File: src/rtl/mul_div_seq.sv
// Multi-cycle signed multiply / divide unit beside the EX-stage ALU.
// Runs WIDTH shift-add or restoring-divide iterations on operand magnitudes, then sign-corrects into HI/LO.
module mul_div_seq #(
  parameter int WIDTH = 32
) (
  input  logic             clk,
  input  logic             rst_n,
  input  logic             start,
  input  logic [3:0]       op,
  input  logic [WIDTH-1:0] a,
  input  logic [WIDTH-1:0] b,
  input  logic             flush,
  input  logic             read_req,
  output logic             busy,
  output logic             done,
  output logic             stall,
  output logic [WIDTH-1:0] hi,
  output logic [WIDTH-1:0] lo
);

  localparam logic [3:0] OP_MULT = 4'b0011;
  localparam logic [3:0] OP_DIV  = 4'b0100;
  localparam int         CNT_W   = (WIDTH > 1) ? $clog2(WIDTH) : 1;

  typedef enum logic [1:0] {IDLE, CALC, SIGN} state_e;

  state_e             state_q;
  logic [CNT_W-1:0]   cnt_q;
  logic [2*WIDTH-1:0] acc_q, acc_d;
  logic [WIDTH-1:0]   mag_b_q;
  logic               is_div_q, neg_q, a_neg_q, b_zero_q;
  logic [WIDTH-1:0]   hi_q, lo_q, hi_d, lo_d;
  logic               done_q;

  logic               op_valid;
  logic [WIDTH:0]     mul_sum;
  logic [WIDTH+1:0]   div_trial;
  logic [2*WIDTH-1:0] prod_signed;

  assign op_valid = (op == OP_MULT) || (op == OP_DIV);

  // Multiply and divide share one 2W accumulator: the upper half is the partial
  // product / running remainder, the lower half the multiplier / dividend-quotient.
  // NOTE: every always_comb output gets a default first, so no path leaves a latch.
  always_comb begin
    mul_sum     = {1'b0, acc_q[2*WIDTH-1:WIDTH]} + (acc_q[0] ? {1'b0, mag_b_q} : '0);
    div_trial   = {1'b0, acc_q[2*WIDTH-1:WIDTH], acc_q[WIDTH-1]} - {2'b00, mag_b_q};
    acc_d       = {mul_sum, acc_q[WIDTH-1:1]};
    if (is_div_q) begin
      if (!div_trial[WIDTH+1])
        acc_d = {div_trial[WIDTH-1:0], acc_q[WIDTH-2:0], 1'b1};
      else
        acc_d = {acc_q[2*WIDTH-2:0], 1'b0};
    end

    prod_signed = neg_q ? -acc_q : acc_q;
    hi_d        = prod_signed[2*WIDTH-1:WIDTH];
    lo_d        = prod_signed[WIDTH-1:0];
    if (is_div_q) begin
      hi_d = a_neg_q ? -acc_q[2*WIDTH-1:WIDTH] : acc_q[2*WIDTH-1:WIDTH];
      lo_d = b_zero_q ? '1 : (neg_q ? -acc_q[WIDTH-1:0] : acc_q[WIDTH-1:0]);
    end
  end

  // NOTE: sequential state uses non-blocking assignments only, so every register
  // samples the pre-edge values regardless of statement order.
  always_ff @(posedge clk or negedge rst_n) begin
    if (!rst_n) begin
      state_q  <= IDLE;
      cnt_q    <= '0;
      acc_q    <= '0;
      mag_b_q  <= '0;
      is_div_q <= 1'b0;
      neg_q    <= 1'b0;
      a_neg_q  <= 1'b0;
      b_zero_q <= 1'b0;
      hi_q     <= '0;
      lo_q     <= '0;
      done_q   <= 1'b0;
    end else begin
      done_q <= 1'b0;
      case (state_q)
        IDLE: begin
          // flush squashes a start arriving in the same cycle
          if (!flush && start && op_valid) begin
            acc_q    <= {{WIDTH{1'b0}}, (a[WIDTH-1] ? -a : a)};
            mag_b_q  <= b[WIDTH-1] ? -b : b;
            is_div_q <= (op == OP_DIV);
            neg_q    <= a[WIDTH-1] ^ b[WIDTH-1];
            a_neg_q  <= a[WIDTH-1];
            b_zero_q <= (b == '0);
            cnt_q    <= '0;
            state_q  <= CALC;
          end
        end
        CALC: begin
          if (flush) begin
            state_q <= IDLE;
          end else begin
            acc_q <= acc_d;
            cnt_q <= cnt_q + 1'b1;
            if (cnt_q == CNT_W'(WIDTH - 1)) state_q <= SIGN;
          end
        end
        SIGN: begin
          if (!flush) begin
            hi_q   <= hi_d;
            lo_q   <= lo_d;
            done_q <= 1'b1;
          end
          state_q <= IDLE;
        end
        default: state_q <= IDLE;
      endcase
    end
  end

  assign busy  = (state_q != IDLE);
  assign stall = busy & (read_req | start);
  assign done  = done_q;
  assign hi    = hi_q;
  assign lo    = lo_q;

endmodule

File: config.mk
export PLATFORM = sky130hd
export DESIGN_NAME = mul_div_seq
export DESIGN_NICKNAME = d
export VERILOG_FILES = /design/src/rtl/mul_div_seq.sv
export SDC_FILE = /design/constraint.sdc
export NUM_CORES = 1
export LEC_CHECK = 0
export BUFFER_PORTS_ARGS = -buffer_cell sky130_fd_sc_hd__buf_2
export CAP_MARGIN = 10
export CORE_ASPECT_RATIO = 0.7
export CORE_MARGIN = 4
export CORE_UTILIZATION = 40
export CTS_CLUSTER_DIAMETER = 50
export CTS_CLUSTER_SIZE = 20
export DETAILED_ROUTE_END_ITERATION = 8
export PLACE_DENSITY = 0.59
export SYNTH_ARGS = -nofsm -noshare
export SYNTH_HDL_FRONTEND = slang
export SYNTH_SLANG_ARGS = --single-unit
File: constraint.sdc
create_clock -name clk -period 9.5 [get_ports clk]
set_input_delay 0.475 -clock clk [delete_from_list [all_inputs] [get_ports clk]]
set_output_delay 0.475 -clock clk [all_outputs]
set_load 0.01 [all_outputs]
==> run_results.csv, run 1 <==
group,metric,value,unit
worst_hold_path,hp-class,"primary input to async pin",
clock_tree,cts_hold_buf,0,
die,rows,56,
clock_tree,path_clk_slew,0.09,ns
die,fp.dieH,163,µm
setup_path,critPathRequiredTime,9.82,ns
die,start_util,40.8,%
placed_design,port_buffers,139,
placed_design,place.gp.congestion,0.952,
setup_path,slowest_delay,0.47,ns
grt,grt_pass1_wl,70200,µm
drt,routed_via_density,5.71,
power,switching_share,49.3,%
power,pwr-share-comb,55.5,%
setup_path,cp-end-kind,"flop",
finish,nNetsFinal,1951,
clock_tree,cts-buffers-inserted,17,
drt,first_pass_iters,7,
setup_path,startpoint,"acc_q[0]",
clock_tree,cts_tree,"yes",
clock_tree,cts_setup_buffers,0,
drt,totalWireLength,45000,µm
setup_path,cp_slowest_cell,"dfrtp_1",
timing,holdWs,0.0140,ns
synth,async_reset_ff_share,100,%
synth,synth_cells,1728,
power,p_int,2.18,mW
power,vdd.ir_drop.worst,0.160,mV
timing,slew_violations,0,
drt,vias,13025,
power,p_leak,7.00,nW
timing,grt_setup_unrepaired,"no",
setup_path,crit_chain,"clkinv_1, buf_4, nor2_1, ha_1, a21oi_1, nand2_1, o21ai_0, o21ai_0, a211oi_1, o41ai_1, a311oi_1, xor2_1, o21ai_0",
grt,antenna_found_initial,0,
drt,postRouteAntennaNets,0,
finish,syn_to_final_growth,11.8,%
die,io_pins,140,
placed_design,placed_area,14800,µm²
drt,drtIter0Drc,1302,
setup_path,rr_startpoint,"acc_q[0]",
finish,diodes,0,
grt,grt_pass1_vias,11877,
setup_path,path_max_fanout,30,
die,die_area,37600,µm²
clock_tree,clk_latency,0.46,ns
clock_tree,clock_path_buffers,2,
timing,tightest_slew,1.08,ns
die,core,33800,µm²
drt,drc,0,
finish,post-route-util,45.7,%
synth,synth_cell_types,68,
finish,layout_commonest_cell,"nand2_1",
finish,stdcell_area,15400,µm²
setup_path,cp_common_cell,"o21ai_0",
synth,synth_edf_count,0,
clock_tree,cts_max_level,4,
placed_design,post-dp-hpwl,34800,µm
timing,hold_viol_final,0,
grt,gr-total-overflow,0,
clock_tree,cts.sinks,172,
clock_tree,root_buffer,"clkbuf_16",
power,net-switching-power,2.12,mW
setup_path,cp-start-kind,"flop",
flow_run,maxCapViolations,0,
timing,slew_headroom,27.2,%
timing,fin_crit_sh,43.2,%
power,power_density,279,nW/µm²
synth,ys_seq_elements,172,
finish,nFillCells,3393,
timing,setup_tns,0,ns
setup_path,worst-setup-path-type,"flop to flop",
timing,fin_crit,4.10,ns
finish,final_cell_mix,"nand2_1 (220), o21ai_0 (199), dfrtp_1 (171)",
power,seq_power_share,27.5,%
finish,layout-drive-gt1-share,12.0,%
die,die_width,230,µm
timing,clock.fmax,244,MHz
timing,finalSetupViolCount,0,
drt,wl_per_cell,19.7,µm
synth,synth_ff_type,"dfrtp_1",
timing,fin_worst_skew,0.0219,ns
synth,syn_area_per_cell,7.98,µm²
synth,synth_seq_area_share,31.2,%
clock_tree,cts_resized,0,
grt,track_usage,23.7,%
status,status,"complete, no violations",
setup_path,r2r_cells,13,
synth,syn_area,13800,µm²
synth,syn_nets,1873,
power,p_clk_share,17.0,%
setup_path,arrival,4.43,ns
synth,synth_warnings,0,
grt,grt_max_degree,93,
stage by stage:
| step | total power, mW | cells | setup slack [ns] |
|---|---|---|---|
| floorplan | 2.78 | 1728 | 6.25 |
| global placement | 3.50 | 2251 | 5.52 |
| detailed placement | 3.49 | 2251 | 5.54 |
| CTS | 4.23 | 2282 | 5.54 |
| global route | 4.60 | 2282 | 5.19 |
| finish | 4.31 | 2282 | 5.40 |
power groups by stage:
stage          clock network [mW]  logic [mW]  registers (mW)
4_1_cts                     0.745        2.32            1.16
2_1_floorplan                   0        1.76            1.02
3_5_place_dp                    0        2.31            1.18
6_report                    0.731        2.39            1.18
5_1_grt                     0.775        2.62            1.20
3_3_place_gp                    0        2.33            1.17
metal layers:
layer / global-route usage [%] / part of all wire (%) / up-vias
met5: 0 / 0 / -
met2: 28.8 / 35 / 573
met3: 7.48 / 11 / 22
li1: - / - / 6340
met4: 3.38 / 0.63 / 0
met1: 39.9 / 53 / 6090
cell families after synthesis:
family | synth area share, %
AO/OA/AOI/OAI | 23.7
multiplexers | 3.96
XOR/XNOR | 10.9
buffers and inverters | 4.38
adder cells (fa/ha/maj) | 6.64
flip-flops | 31.2
AND/OR/NAND/NOR | 19.2
worst paths after layout:
kind | end | slack, ns
min reg2reg | hi[18] | 0.47
max | acc_q[61] | 5.40
min in group clk | is_div_q | 0.23
max reg2reg | acc_q[61] | 5.40
max in group asynchronous | is_div_q | 8.07
min | lo[14] | 0.01
registers in the layout, indices dropped and copies added, names as in the netlist, 2 cells and up:
| name | flops |
|---|---|
| acc_q | 64 |
| hi | 32 |
| lo | 32 |
| mag_b_q | 32 |
| cnt_q | 5 |
| state_q | 2 |
cells in the mapped netlist (7+ instances only):
library cell    n  area, µm²
a211oi_1       16        120
a21o_1         31        233
a21oi_1       128        641
a22oi_1        15        113
a31oi_1        14       87.6
and2_1         13       81.3
and3_1         11       68.8
buf_1          14       52.6
clkbuf_1       73        274
dfrtp_1       172       4300
ha_1           70        876
inv_1          60        225
mux2i_1        49        490
nand2_1       221        830
nand2b_1       18        113
nand3_1        32        160
nand4_1        11       68.8
nor2_1        150        563
nor2b_1         9       56.3
nor3_1         15       75.1
nor4_1         15       93.8
o211ai_1       11       82.6
o21a_1         14        105
o21ai_0       199        996
o21ai_1         9       45.0
o22ai_1         8       50.1
o31ai_1        34        255
o41ai_1        14        123
or2_2           7       43.8
or3_1          33        206
or4_1          14        105
xnor2_1        77        674
xor2_1         94        823
critical path, delay by kind of cell, from the launching register on:
family | cells | cell delay (ns)
compound gates | 7 | 2.07
fa+ha+maj | 1 | 0.34
buf+inv | 2 | 0.56
flops | 1 | 0.47
simple gates | 2 | 0.31
xor+xnor | 1 | 0.20
final cells by class:
type | count | area, µm² | area share, %
clock buffer | 18 | 439 | 2.85
sequential | 172 | 4310 | 27.9
tap | 464 | 581 | 3.77
timing repair buffer | 152 | 800 | 5.19
multi-input combinational | 1402 | 8910 | 57.8
inverter | 61 | 229 | 1.49
clock inverter | 13 | 156 | 1.01
(Power assumes the default switching activity.)
==> run 2, diff against run 1 <==
--- a/config.mk
+++ b/config.mk
@@ -13,7 +13,7 @@
 export CTS_CLUSTER_DIAMETER = 50
 export CTS_CLUSTER_SIZE = 20
 export DETAILED_ROUTE_END_ITERATION = 8
-export PLACE_DENSITY = 0.59
+export PLACE_DENSITY = 0.61
 export SYNTH_ARGS = -nofsm -noshare
 export SYNTH_HDL_FRONTEND = slang
 export SYNTH_SLANG_ARGS = --single-unit
==> constraint.sdc (replaced) <==
create_clock -name clk -period 3.35 [get_ports clk]
set_input_delay 0.1675 -clock clk [delete_from_list [all_inputs] [get_ports clk]]
set_output_delay 0.1675 -clock clk [all_outputs]
set_load 0.01 [all_outputs]
==> run 2 against run 1 <==
The run now ends with negative setup slack left. Total power rose to 3.1 times the previous value. Routed wire length grew 5.6%. Sequential power up 140%. Core utilization is 3.3 points higher. First-iteration DRC count fell by 3.8%. Final cell count increased by 5.7%. Global-route usage is 1.3 points higher. Sequential share of layout area shrank 1.9 points. Count of clock-buffer cells in the layout is the same. Largest cell class unchanged. Largest power group unchanged.
==> run_results.csv, run 2 (synthesized netlist as in run 1, its figures left out) <==
group,metric,value,unit
status,status,"complete, but fails checks",
status,violations,"negative setup slack",
finish,syn_to_final_growth,19.9,%
grt,grt_pass1_vias,12426,
grt,track_usage,25.1,%
setup_path,path_max_fanout,4,
timing,tightest_slew,1.02,ns
grt,antenna_found_initial,1,
placed_design,port_buffers,139,
finish,nNetsFinal,2082,
clock_tree,cts.sinks,172,
grt,grt_max_degree,86,
die,fp.dieH,163,µm
finish,post-route-util,49.0,%
power,p_leak,7.68,nW
die,core,33800,µm²
drt,first_pass_iters,5,
finish,regArea,4310,µm²
grt,gr-total-overflow,0,
drt,totalWireLength,47500,µm
timing,grt_setup_unrepaired,"yes",
power,vdd.ir_drop.worst,0.439,mV
finish,stdcell_area,16500,µm²
worst_hold_path,min_to,"mag_b_q[31]",
clock_tree,cts-buffers-inserted,17,
drt,vias,13582,
timing,holdWs,0.0297,ns
drt,routed_via_density,5.63,
placed_design,post-dp-hpwl,37600,µm
die,rows,56,
worst_hold_path,min_from,"b[30]",
finish,layout-drive-gt1-share,18.8,%
worst_hold_path,hp-class,"primary input to flop",
drt,drc,0,
finish,largest_reg_flops,64,
clock_tree,clk_latency,0.45,ns
timing,slew_violations,0,
placed_design,pre_cts_slack,-0.196,ns
timing,finalSetupViolCount,1,
die,die_width,230,µm
clock_tree,cts_tree,"yes",
setup_path,startpoint,"acc_q[8]",
timing,setup_tns,-0.0127,ns
timing,slew_headroom,32.1,%
die,die_area,37600,µm²
clock_tree,cts_max_level,4,
timing,fin_ws,-0.0127,ns
setup_path,critPathRequiredTime,3.66,ns
setup_path,rr_startpoint,"acc_q[8]",
worst_hold_path,hold_depth,4,
setup_path,arrival,3.67,ns
finish,largest-register,"acc_q",
placed_design,placed_area,15800,µm²
finish,final_cell_mix,"nand2_1 (219), o21ai_0 (194), dfrtp_1 (170)",
clock_tree,root_buffer,"clkbuf_16",
setup_path,r2r_cells,9,
placed_design,place.gp.congestion,0.971,
flow_run,maxCapViolations,0,
drt,postRouteAntennaNets,0,
finish,layout_commonest_cell,"nand2_1",
drt,drtIter0Drc,1252,
timing,fin_crit_sh,100,%
setup_path,cp-end-kind,"flop",
timing,hold_viol_final,0,
drt,wl_per_cell,19.7,µm
grt,grt_pass1_wl,73400,µm
setup_path,reg2reg_slack,-0.01,ns
clock_tree,clock_path_buffers,2,
finish,multiInputGateArea,9050,µm²
finish,nFillCells,3353,
setup_path,reg2reg_to,"hi[20]",
timing,clock.fmax,297,MHz
setup_path,worst-setup-path-type,"flop to flop",
clock_tree,path_clk_slew,0.06,ns
setup_path,cp-start-kind,"flop",
die,io_pins,140,
timing,fin_worst_skew,0.0126,ns
die,start_util,40.8,%
timing,fin_crit,3.36,ns
power,power_density,800,nW/µm²
run 2: cell types whose count changed in the layout (fill, tap and decap cells not counted), sizes merged:
cell / delta
buf: +128
inv: -3
dlygate4sd3: +3
diode: +1
clkinv: +1
bufinv: -1
run 2: critical path, cell delays in order, from the launching register on:
cell and delay [ns]:
dfrtp_1 0.38, or4_4 0.59, or4_4 0.50, or3_4 0.37
o21a_1 0.21, nand2b_4 0.16, or3_4 0.44, o41ai_4 0.23
xor2_1 0.27, o21ai_1 0.08
run 2: power by group:
part / total, mW / switching, mW / internal, mW / leakage, nW
clock network: 1.90 / 0.870 / 1.03 / 0.264
registers: 2.89 / 0.440 / 2.45 / 2.29
logic: 8.43 / 4.96 / 3.47 / 5.13
total: 13.2 / 6.27 / 6.95 / 7.68
run 2: through the flow:
| step | instances | total power [mW] |
|---|---|---|
| 2_1_floorplan | 1728 | 7.89 |
| 3_5_place_dp | 2375 | 10.8 |
| 3_3_place_gp | 2375 | 10.8 |
| 4_1_cts | 2406 | 12.8 |
| 6_report | 2411 | 13.2 |
| 5_1_grt | 2411 | 14.1 |
run 2: metal layers:
layer	share of wire (%)	GRT usage, %
met3	12	9.21
met5	0	0
met4	1.1	4.26
met1	52	41.5
met2	35	29.8
run 2: area by class of cell:
type / count / share of cell area [%]
multi-input cells: 1402 / 54.7
flip-flops and latches: 172 / 26.1
repair buffers: 283 / 11.1
well taps: 464 / 3.51
clock buffers: 18 / 2.66
inverters: 61 / 1.39
clock inverters: 10 / 0.583
diodes: 1 / 0.0151
run 2: how the worst max path moves through the flow:
stage                            to  slack (ns)
after global placement       hi[21]       -0.17
after global routing         hi[20]       -0.06
after floorplan           acc_q[49]         0.1
after CTS                    hi[28]       0.004
final                        hi[20]       -0.01
after detailed placement     hi[21]       -0.20
run 2: repair_timing:
item,4_1_cts,5_1_grt
setup endpoints to repair,7,28
hold buffers,3,0
pin swaps,0,6
buffers inserted,0,4
hold endpoints to repair,82,0
gates resized for setup,8,25
==> run 3, diff against run 2 <==
--- a/config.mk
+++ b/config.mk
@@ -5,6 +5,7 @@
 export SDC_FILE = /design/constraint.sdc
 export NUM_CORES = 1
 export LEC_CHECK = 0
+export ABC_AREA = 1
 export BUFFER_PORTS_ARGS = -buffer_cell sky130_fd_sc_hd__buf_2
 export CAP_MARGIN = 10
 export CORE_ASPECT_RATIO = 0.7
@@ -13,7 +14,7 @@
 export CTS_CLUSTER_DIAMETER = 50
 export CTS_CLUSTER_SIZE = 20
 export DETAILED_ROUTE_END_ITERATION = 8
-export PLACE_DENSITY = 0.61
+export PLACE_DENSITY = 0.6
 export SYNTH_ARGS = -nofsm -noshare
 export SYNTH_HDL_FRONTEND = slang
 export SYNTH_SLANG_ARGS = --single-unit
==> run 3 against run 2 <==
The flow now finishes without violations. Global-route usage grew 8.2 points. Worst setup slack gained 0.24 ns. Clock skew grew 0.0063 ns. Final cell count grew 47%. Critical endpoint is now acc_q[41].
==> run_results.csv, run 3 <==
group,metric,value,unit
placed_design,placed_area,18500,µm²
clock_tree,clk_latency,0.46,ns
finish,largest-register,"acc_q",
status,status,"complete, no violations",
finish,layout-drive-gt1-share,10.4,%
die,core,41500,µm²
power,p_leak,10.5,nW
synth,synth_edf_count,0,
synth,synth_warnings,0,
timing,fin_crit,3.12,ns
setup_path,cp_slowest_cell,"dfrtp_1",
clock_tree,root_buffer,"clkbuf_16",
die,start_util,40.9,%
timing,slew_violations,0,
synth,syn_area_per_cell,5.97,µm²
synth,synthTopCellsByArea,"dfrtp_1 (25%), nand2_1 (19%), inv_1 (9.7%), nand3_1 (8.3%), nor2_1 (5.9%)",
timing,slew_headroom,33.4,%
timing,fin_crit_sh,93.1,%
timing,setup_tns,0,ns
synth,yosys-top-cells-count,"nand2_1 (848), inv_1 (437), nand3_1 (282)",
power,vdd.ir_drop.worst,0.381,mV
drt,wl_per_cell,21.9,µm
timing,grt_setup_unrepaired,"no",
setup_path,arrival,3.43,ns
timing,clock.fmax,321,MHz
grt,grt_max_degree,77,
placed_design,port_buffers,139,
placed_design,post-dp-hpwl,63900,µm
timing,finalSetupViolCount,0,
drt,drc,0,
finish,post-route-util,46.0,%
die,io_pins,140,
setup_path,slowest_delay,0.39,ns
finish,nFillCells,4501,
flow_run,maxCapViolations,0,
grt,grt_pass1_wl,115000,µm
finish,stdcell_area,19100,µm²
synth,yosysMostFrequentCell,"nand2_1",
synth,synth_ff_type,"dfrtp_1",
setup_path,critPathRequiredTime,3.66,ns
drt,postRouteAntennaNets,0,
synth,syn_nets,2989,
drt,vias,19903,
finish,largest_reg_flops,64,
clock_tree,clock_path_buffers,2,
die,rows,62,
power,power_density,809,nW/µm²
synth,async_reset_ff_share,100,%
synth,synth_top_area_cell,"dfrtp_1",
clock_tree,path_clk_slew,0.08,ns
drt,totalWireLength,77600,µm
clock_tree,cts_tree,"yes",
timing,fin_worst_skew,0.0189,ns
grt,antenna_found_initial,2,
setup_path,cp-start-kind,"flop",
finish,layout_commonest_cell,"nand2_1",
drt,first_pass_iters,6,
synth,synth_seq_area_share,25.3,%
grt,grt_pass1_vias,17767,
timing,tightest_slew,0.988,ns
placed_design,place.gp.congestion,1.01,
synth,ys_seq_elements,172,
synth,synth_cells,2844,
die,die_area,45900,µm²
clock_tree,cts_max_level,4,
drt,drtIter0Drc,2469,
setup_path,crit_chain,"buf_12, nand2_1, inv_1, ha_1, inv_1, fa_1, inv_1, nand3_1, nand3_1, nand2_1, nand2_2, nand2_1, nand2_1, nor2_1, o21ai_0, inv_1, nand3_1, o21ai_1",
grt,track_usage,33.2,%
die,die_width,254,µm
worst_hold_path,hp-class,"primary input to flop",
synth,yosys.area.top_type_share,25.3,%
drt,routed_via_density,5.62,
clock_tree,cts-buffers-inserted,17,
synth,synth_cell_types,60,
clock_tree,cts.sinks,172,
finish,nNetsFinal,3128,
die,fp.dieH,180,µm
finish,syn_to_final_growth,12.5,%
finish,final_cell_mix,"nand2_1 (847), inv_1 (436), nand3_1 (282)",
grt,gr-total-overflow,0,
setup_path,worst-setup-path-type,"flop to flop",
timing,hold_viol_final,0,
synth,syn_area,17000,µm²
setup_path,cp-end-kind,"flop",
setup_path,path_max_fanout,35,
## run 3: cell types whose count changed in the layout (fill, tap and decap cells not counted), sizes merged, moves of 20 or more
cell,delta
a21o,-26
buf,-77
inv,+398
mux2i,-49
nand2,+639
nand3,+257
nand4,+43
nor2,+136
nor3,+20
o31ai,-28
or3,-35
xnor2,-69
xor2,-45
## run 3: timing repair
action                                  CTS  global route
endpoints found under the setup margin    0             1
buffers inserted                          0             0
endpoints found under the hold margin    73             0
resized for setup                         0             1
hold buffers                              1             0
## run 3: final timing paths
check,startpoint,to,slack (ns),depth (start not counted)
min in group asynchronous,rst_n,hi[2],0.27,2
min reg2reg,hi[30],hi[30],0.48,2
max in group asynchronous,rst_n,acc_q[26],2.10,3
min,b[10],mag_b_q[10],0.03,3
max reg2reg,acc_q[0],acc_q[41],0.23,18
max,acc_q[0],acc_q[41],0.23,18
## run 3: worst max-delay path, delay by kind of cell, from the launching register on
| family | cells | cell delay [ns] |
|---|---|---|
| AO/OA/AOI/OAI | 2 | 0.37 |
| adder cells (fa/ha/maj) | 2 | 0.58 |
| buffers and inverters | 5 | 0.56 |
| flip-flops | 1 | 0.39 |
| AND/OR/NAND/NOR | 9 | 1.07 |
## run 3: cell type report
type / instances / area [µm²] / share of cell area (%)
multi-input cells: 2129 / 10600 / 55.4
flip-flops and latches: 172 / 4310 / 22.5
inverters: 459 / 1720 / 9.02
repair buffers: 204 / 1220 / 6.37
well taps: 544 / 681 / 3.56
clock buffers: 18 / 429 / 2.25
clock inverters: 13 / 159 / 0.832
diodes: 2 / 5.00 / 0.0262
## run 3: stage by stage
| stage | cells | hold slack [ns] | power, mW | setup WS, ns |
|---|---|---|---|---|
| final | 3541 | 0.0280 | 15.5 | 0.232 |
| after global routing | 3539 | 0.0520 | 16.4 | 0.0756 |
| after CTS | 3539 | 0.0139 | 15.1 | 0.275 |
| after detailed placement | 3507 | 0.248 | 12.9 | 0.292 |
| after global placement | 3507 | 0.242 | 12.9 | 0.389 |
| after floorplan | 2844 | -0.128 | 9.32 | 0.817 |
## run 3: logic make-up after synthesis
logic type               after synthesis  share of synthesized area (%)
AO/OA/AOI/OAI                        445                           14.7
XOR/XNOR                              57                           2.94
flip-flops                           172                           25.3
buffers and inverters                543                           12.4
AND/OR/NAND/NOR                     1555                           39.2
adder cells (fa/ha/maj)               72                           5.39
## run 3: layer usage
layer  track usage [%]  wire length [µm]
met4              3.82               784
met1              55.0             38700
met2              41.2             27600
met5                 0                13
met3              11.4             10600
## run 3: report_power, final
| group | total (mW) | switching [mW] | internal [mW] |
|---|---|---|---|
| Combinational | 10.2 | 7.25 | 2.95 |
| Clock | 2.11 | 0.995 | 1.12 |
| Sequential | 3.15 | 0.616 | 2.53 |
| Total | 15.5 | 8.86 | 6.60 |
